**config.mk**
```make
export PLATFORM = sky130hd
export DESIGN_NAME = demux1to3_buf_flat
export DESIGN_NICKNAME = d
export VERILOG_FILES = /design/src/rtl/demux1to3_buf_if.sv /design/src/rtl/demux1to3_buf.sv /design/src/flat_wrapper.sv
export SDC_FILE = /design/constraint.sdc
export NUM_CORES = 1
export LEC_CHECK = 0
export ABC_AREA = 1
export CORE_AREA = 2 2 101 123
export DETAILED_ROUTE_END_ITERATION = 7
export DIE_AREA = 0 0 103 125
export PLACE_DENSITY = 0.7
export RECOVER_POWER = 25
export SYNTH_ARGS = -nofsm -noshare
export SYNTH_HDL_FRONTEND = slang
export SYNTH_SLANG_ARGS = --single-unit
```
**constraint.sdc**
```tcl
create_clock -name clk -period 3.5 [get_ports clk]
set_clock_uncertainty 0.15 [all_clocks]
set_input_delay 0.875 -clock clk [delete_from_list [all_inputs] [get_ports clk]]
set_output_delay 0.875 -clock clk [all_outputs]
set_load 0.01 [all_outputs]
```
**src/rtl/demux1to3_buf_if.sv**
```systemverilog
// Valid/ready bundle for the 1-to-3 steering unit: one input stream, three output channels,
// plus drop statistics. The master side feeds input words and consumes the output channels.
interface demux1to3_buf_if #(
  parameter int WIDTH = 32,
  parameter int CNT_W = 8
);
  logic [1:0]       sel;
  logic [WIDTH-1:0] in_data;
  logic             in_valid;
  logic             in_ready;

  logic [WIDTH-1:0] out1_data;
  logic             out1_valid;
  logic             out1_ready;
  logic [WIDTH-1:0] out2_data;
  logic             out2_valid;
  logic             out2_ready;
  logic [WIDTH-1:0] out3_data;
  logic             out3_valid;
  logic             out3_ready;

  logic [CNT_W-1:0] drop_count;
  logic             busy;

  modport master (
    output sel, in_data, in_valid, out1_ready, out2_ready, out3_ready,
    input  in_ready, out1_data, out1_valid, out2_data, out2_valid,
           out3_data, out3_valid, drop_count, busy
  );

  modport slave (
    input  sel, in_data, in_valid, out1_ready, out2_ready, out3_ready,
    output in_ready, out1_data, out1_valid, out2_data, out2_valid,
           out3_data, out3_valid, drop_count, busy
  );
endinterface

```
**src/rtl/demux1to3_buf.sv**
```systemverilog
// Registered 1-to-3 steering unit: each input word goes to one of three single-entry
// holding registers, or is counted and discarded when sel=11.
//
// state | meaning (per channel, encoded by valid_q[n])
// EMPTY | no word held, channel can accept unconditionally
// FULL  | word held on outN_data until the consumer takes it
module demux1to3_buf #(
  parameter int WIDTH = 32,
  parameter int CNT_W = 8
) (
  input logic            clk,
  input logic            rst_n,
  demux1to3_buf_if.slave bus
);
  logic [WIDTH-1:0] data_q [3];
  logic [2:0]       valid_q;
  logic [2:0]       out_ready;
  logic [2:0]       take;
  logic [CNT_W-1:0] drop_q;
  logic             in_ready_c;
  logic             xfer_in;

  assign out_ready = {bus.out3_ready, bus.out2_ready, bus.out1_ready};
  assign take      = valid_q & out_ready;

  // A full channel can still accept when its consumer takes the held word on the same edge.
  always_comb begin
    in_ready_c = 1'b1;
    case (bus.sel)
      2'b00:   in_ready_c = !valid_q[0] | out_ready[0];
      2'b01:   in_ready_c = !valid_q[1] | out_ready[1];
      2'b10:   in_ready_c = !valid_q[2] | out_ready[2];
      default: in_ready_c = 1'b1;
    endcase
  end

  assign xfer_in = bus.in_valid & in_ready_c;

  always_ff @(posedge clk or negedge rst_n) begin
    if (!rst_n) begin
      valid_q <= '0;
      drop_q  <= '0;
      for (int i = 0; i < 3; i++) data_q[i] <= '0;
    end else begin
      for (int i = 0; i < 3; i++) begin
        if (xfer_in && bus.sel == 2'(i)) begin
          data_q[i]  <= bus.in_data;
          valid_q[i] <= 1'b1;
        end else if (take[i]) begin
          valid_q[i] <= 1'b0;
        end
      end
      if (xfer_in && bus.sel == 2'b11 && drop_q != '1)
        drop_q <= drop_q + CNT_W'(1);
    end
  end

  assign bus.in_ready   = in_ready_c;
  assign bus.out1_data  = data_q[0];
  assign bus.out2_data  = data_q[1];
  assign bus.out3_data  = data_q[2];
  assign bus.out1_valid = valid_q[0];
  assign bus.out2_valid = valid_q[1];
  assign bus.out3_valid = valid_q[2];
  assign bus.drop_count = drop_q;
  assign bus.busy       = |valid_q;
endmodule
```
**src/flat_wrapper.sv**
```systemverilog
// flat-port wrapper written by rule: the top's interface ports become plain ports
module demux1to3_buf_flat 
#(
  parameter int WIDTH = 32,
  parameter int CNT_W = 8
)
  (clk, rst_n, bus_sel, bus_in_data, bus_in_valid, bus_out1_ready, bus_out2_ready, bus_out3_ready, bus_in_ready, bus_out1_data, bus_out1_valid, bus_out2_data, bus_out2_valid, bus_out3_data, bus_out3_valid, bus_drop_count, bus_busy);
  demux1to3_buf_if #(.WIDTH(WIDTH), .CNT_W(CNT_W)) bus_i ();
  input logic clk;
  input logic rst_n;
  input wire logic [$bits(bus_i.sel)-1:0] bus_sel;
  input wire logic [$bits(bus_i.in_data)-1:0] bus_in_data;
  input wire logic [$bits(bus_i.in_valid)-1:0] bus_in_valid;
  input wire logic [$bits(bus_i.out1_ready)-1:0] bus_out1_ready;
  input wire logic [$bits(bus_i.out2_ready)-1:0] bus_out2_ready;
  input wire logic [$bits(bus_i.out3_ready)-1:0] bus_out3_ready;
  output wire logic [$bits(bus_i.in_ready)-1:0] bus_in_ready;
  output wire logic [$bits(bus_i.out1_data)-1:0] bus_out1_data;
  output wire logic [$bits(bus_i.out1_valid)-1:0] bus_out1_valid;
  output wire logic [$bits(bus_i.out2_data)-1:0] bus_out2_data;
  output wire logic [$bits(bus_i.out2_valid)-1:0] bus_out2_valid;
  output wire logic [$bits(bus_i.out3_data)-1:0] bus_out3_data;
  output wire logic [$bits(bus_i.out3_valid)-1:0] bus_out3_valid;
  output wire logic [$bits(bus_i.drop_count)-1:0] bus_drop_count;
  output wire logic [$bits(bus_i.busy)-1:0] bus_busy;
  assign bus_i.sel = bus_sel;
  assign bus_i.in_data = bus_in_data;
  assign bus_i.in_valid = bus_in_valid;
  assign bus_i.out1_ready = bus_out1_ready;
  assign bus_i.out2_ready = bus_out2_ready;
  assign bus_i.out3_ready = bus_out3_ready;
  assign bus_in_ready = bus_i.in_ready;
  assign bus_out1_data = bus_i.out1_data;
  assign bus_out1_valid = bus_i.out1_valid;
  assign bus_out2_data = bus_i.out2_data;
  assign bus_out2_valid = bus_i.out2_valid;
  assign bus_out3_data = bus_i.out3_data;
  assign bus_out3_valid = bus_i.out3_valid;
  assign bus_drop_count = bus_i.drop_count;
  assign bus_busy = bus_i.busy;
  demux1to3_buf #(.WIDTH(WIDTH), .CNT_W(CNT_W)) u_core (.clk(clk), .rst_n(rst_n), .bus(bus_i));
endmodule
```
# [After elaboration in Yosys (flattened, before gate mapping)]
# Cells that the tools add are included.
[classes] n_reduce_logical=13 addsub=1 bitwise_logic=5 muxes=7 eq_ne=4
[op_table] cell="adder 8 x 1 -> 8 bit (second input constant)" n=1
[op_table] cell="inequality test 8 bit (second input constant)" n=1
[op_table] cell="2-to-1 mux 1 bit" n=6
[op_table] cell="nonzero test 2 bit" n=3
[op_table] cell="logical AND 1 bit" n=5
[op_table] cell="equality test 2 bit (second input constant)" n=2
[op_table] cell="AND 3 bit" n=1
[op_table] cell="logical NOT 1 bit" n=3
[op_table] cell="bitwise OR 1 bit" n=3
[op_table] cell="case mux 1 bit (3 select lines)" n=1
[op_table] cell="OR reduction 3 bit" n=1
[op_table] cell="equality test 2 x 1 -> 1 bit (second input constant)" n=1
[op_table] cell="logical NOT 2 bit" n=1
[op_table] cell="AND 1 bit" n=1
[word_totals] register_bits=107 wordCells=37 output_inout_bits=109 input_bits=40

# [Depth between registers and ports, before layout]
[depth] depth_word=6 depth_mapped=8 depth_no_buf=7

# [Worst setup path after synthesis]
# OpenSTA, ideal clock, no wires.
[synth_path] kind="input port to output port" startpoint="input port bus_sel[1]" endpoint="output port bus_in_ready" t_required_ns=2.475 arrival_time_ns=1.649 n_path_buf=2 slack_ns=0.826 cell_stages=5 path_cell_list="buf_2 nor2_4 o21ai_1 nand3_2 buf_2"
[synth_between] elab_chain_len=2 elab_cells_between_ends=4 cone_classes="eq/ne (2); mux (1); reduce/logical (1)"
[synth_lines] item="start: declaration" line="flat_wrapper.sv:11" rtl="input wire logic [$bits(bus_i.sel)-1:0] bus_sel;"
[synth_lines] item="equality test 2 bit, or another cell as far along" line="demux1to3_buf.sv:29" rtl="case (bus.sel)"
[synth_lines] item="case mux 1 bit (3 select lines) *" line="demux1to3_buf.sv:29"
[synth_lines] item="end: declaration" line="flat_wrapper.sv:17" rtl="output wire logic [$bits(bus_i.in_ready)-1:0] bus_in_ready;"
# Every way passes the cells marked *; elsewhere a longest branch is shown, timed or not.

# [Worst setup path after layout]
[layout_path] startpoint="input port bus_sel[0]" endpoint="output port bus_in_ready"
# Same word-level chain as after synthesis.

==> results.md <==
- Outcome: finished, final reports clean
- Vias after detailed routing: 4,212
- RSZ-0062 raised after global routing: no
- Flops & latches, synth: 107
- Row cnt: 44
- MaxCap Viol Count: 0
- Hold Crit Endpoint: u_core.bus.out3_data[6]
- Final layout net count: slightly below 700
- Routability congestion estimate: around 0.86
- Worst rel slew slack: 0.0696
- Worst-Skew Late Latency: approximately 0.33 ns
- Port Buffers: 148
- TNS Setup: 0 ns
- Via-to-Cell Ratio: roughly 5.2
- Synth Area per Inst: about 9.0 um2
- Total CTS buffers: 9
- Worst hold path type: reg -> reg
- Number of global-route vias before repair: 4,131
- WL final: 13.3 mm
- HP Start: u_core.bus.out3_data[6]
- Netlist cell types: 20
- Crit-path max FO: 4
- Power Density: 597 nW/um2
- CTS Root Buffer Type: clkbuf_16
- Worst R2R Start: u_core.valid_q[1]
- Antenna diode count: 0
- Mapped Nets: ~550
- FF-to-FF setup slack: between 1 and 1.5 ns
- Final min period: 3.45 ns
- Die ar.: 12,900 um2
- Dpl cell area: 6160 um2
- Initial DRC Count: 261
- CP Capture Type: primary output
- DRC viols: 0
- Final setup fails: 0
- Fill cells: 1,106
- GRT Total Usage: 0.209
- Remaining Overflow, GRT: 0
- Mapped cell area: 4580 um2
- Num ports: between 100 and 150
- Final Hold Fails: 0
- Critical path type: in -> out
- CORE AREA: 11,800 um2
- Post-DP HPWL: 8.86 mm
- H-tree levels: 3
- Max clock buf depth: 2
- Routed Antenna Nets: 0
- CP arrival: 2.43 ns
- Hold-fix buffers, CTS: 0
- Yosys warnings: 0
- Global-route wire length before repair: 21.2 mm
- Initial Util: 0.389
- CTS sink count: 107
- Least-Margin Pin Slew: 1.40 ns
- Worst hold stages: 2
- WL/cell: 16.4 um
- Final Cell Area: 6490 um2
- Required time worst endpoint: 2.47 ns
- Initial antenna violation count: 0
- Peak supply drop: 0.000267 V
- FF-to-FF End: u_core.bus.out3_data[18]
- Max Slew Vio Count: 0
- Syn-to-layout area delta: 41.5%
- FF-to-FF path depth: 8
- Die Y: approximately 130 um
- Worst-path clk slew: approximately 0.07 ns
- Post-CTS setup buffers: 0
- Largest net degree at the start of global routing: 100
- Period utilization: 0.986
- Worst Setup Start Kind: input pin
- Achievable Freq: 290 MHz
- First-pass detailed-route iteration total: 4
- TritonCTS clock tree: done
- Register area share after synthesis: 0.584
- Die width: 103 um
- Layout cells sized above 1: 0.0572
- Post-Synthesis Cells: 512
- Lkg Pwr: 3.13 nW
- Post-CTS resize count: 0
state kept, by name, summed over array words and instances (netlist names):
name and flops:
u_core.valid_q 3, u_core.bus.out3_data 32, u_core.bus.out1_data 32, u_core.bus.out2_data 32, u_core.bus.drop_count 8
placed cells by master (no fill, tap or decap), types with 3 or more instances in the layout:
| cell type | n |
|---|---|
| buf_4 | 11 |
| clkbuf_16 | 9 |
| clkbuf_8 | 3 |
| clkdlybuf4s50_1 | 146 |
| dfrtp_1 | 107 |
| inv_1 | 11 |
| nand2_1 | 227 |
| nand3_1 | 6 |
| nand3_2 | 3 |
| nand4_1 | 98 |
| nor2_1 | 6 |
stage by stage:
| stage | std cells | hold slack [ns] | total power (W) | util | worst slack [ns] |
|---|---|---|---|---|---|
| 2_1_floorplan | 512 | 0.357 | 0.00208 | - | 0.826 |
| 3_3_place_gp | 792 | 0.305 | 0.00277 | 0.523 | 0.115 |
| 3_5_place_dp | 792 | 0.308 | 0.00279 | 0.523 | 0.0247 |
| 4_1_cts | 808 | 0.325 | 0.00392 | 0.552 | 0.0615 |
| 5_1_grt | 808 | 0.342 | 0.00407 | 0.551 | 0.0125 |
| 6_report | 808 | 0.320 | 0.00387 | 0.551 | 0.0482 |
cell usage after synthesis:
library cell | number | area share
nand3_1 | 6 | 0.0066
xnor2_1 | 2 | 0.0038
buf_1 | 2 | 0.0016
inv_2 | 1 | 0.00082
buf_2 | 17 | 0.019
nand2_1 | 227 | 0.19
ha_1 | 1 | 0.0027
xor2_1 | 2 | 0.0038
nor2_1 | 7 | 0.0057
inv_1 | 11 | 0.0090
o21ai_1 | 1 | 0.0011
a31oi_1 | 1 | 0.0014
o21ai_0 | 1 | 0.0011
nand3_2 | 4 | 0.0087
buf_6 | 4 | 0.0098
o21bai_2 | 1 | 0.0025
clkbuf_1 | 17 | 0.014
nor2_4 | 2 | 0.0049
dfrtp_1 | 107 | 0.58
nand4_1 | 98 | 0.13
worst max-delay path by stage:
stage	startpoint	slack, ns	endpoint	cells past startpoint
2_1_floorplan	bus_sel[1]	0.83	bus_in_ready	5
3_3_place_gp	bus_sel[0]	0.11	u_core.bus.out1_data[14]	10
3_5_place_dp	bus_sel[0]	0.02	u_core.bus.out1_data[30]	10
4_1_cts	bus_sel[0]	0.06	bus_in_ready	6
5_1_grt	rst_n	0.01	u_core.bus.out2_data[29]	2
6_report	bus_sel[0]	0.05	bus_in_ready	6
kinds of logic after synthesis:
kind of cell | synth area share
AO/OA/AOI/OAI | 0.00600
buffers and inverters | 0.0538
AND/OR/NAND/NOR | 0.346
adder cells (fa/ha/maj) | 0.00273
XOR/XNOR | 0.00765
flip-flops | 0.584
where the power goes:
| part | internal (W) | total [W] | switching (W) |
|---|---|---|---|
| Clock | 0.000687 | 0.00112 | 0.000429 |
| Sequential | 0.00149 | 0.00166 | 0.000169 |
| Combinational | 0.000586 | 0.00110 | 0.000515 |
worst max-delay path: stages:
cell and delay [ns]:
clkdlybuf4s50_1 0.61, inv_2 0.10, nor2_4 0.10, nand2_1 0.11
nand3_4 0.10, clkdlybuf4s50_1 0.53
area by class of cell:
class	instances	area, um2	share of cell area
clock buffer	13	270	0.0417
timing repair buffer	159	1550	0.240
inverter	12	45.0	0.00694
clock inverter	3	68.8	0.0106
multi-input combinational	353	1670	0.257
sequential	107	2680	0.413
tap	161	201	0.0311
routing by layer:
metal | routed length (um) | track usage | up-vias
li1 | - | - | 1977
met1 | 5460 | 0.275 | 2101
met2 | 6900 | 0.347 | 123
met3 | 801 | 0.0391 | 11
met4 | 131 | 0.0673 | 0
met5 | 0 | 0 | -
Power figures use the tool's default switching activity.
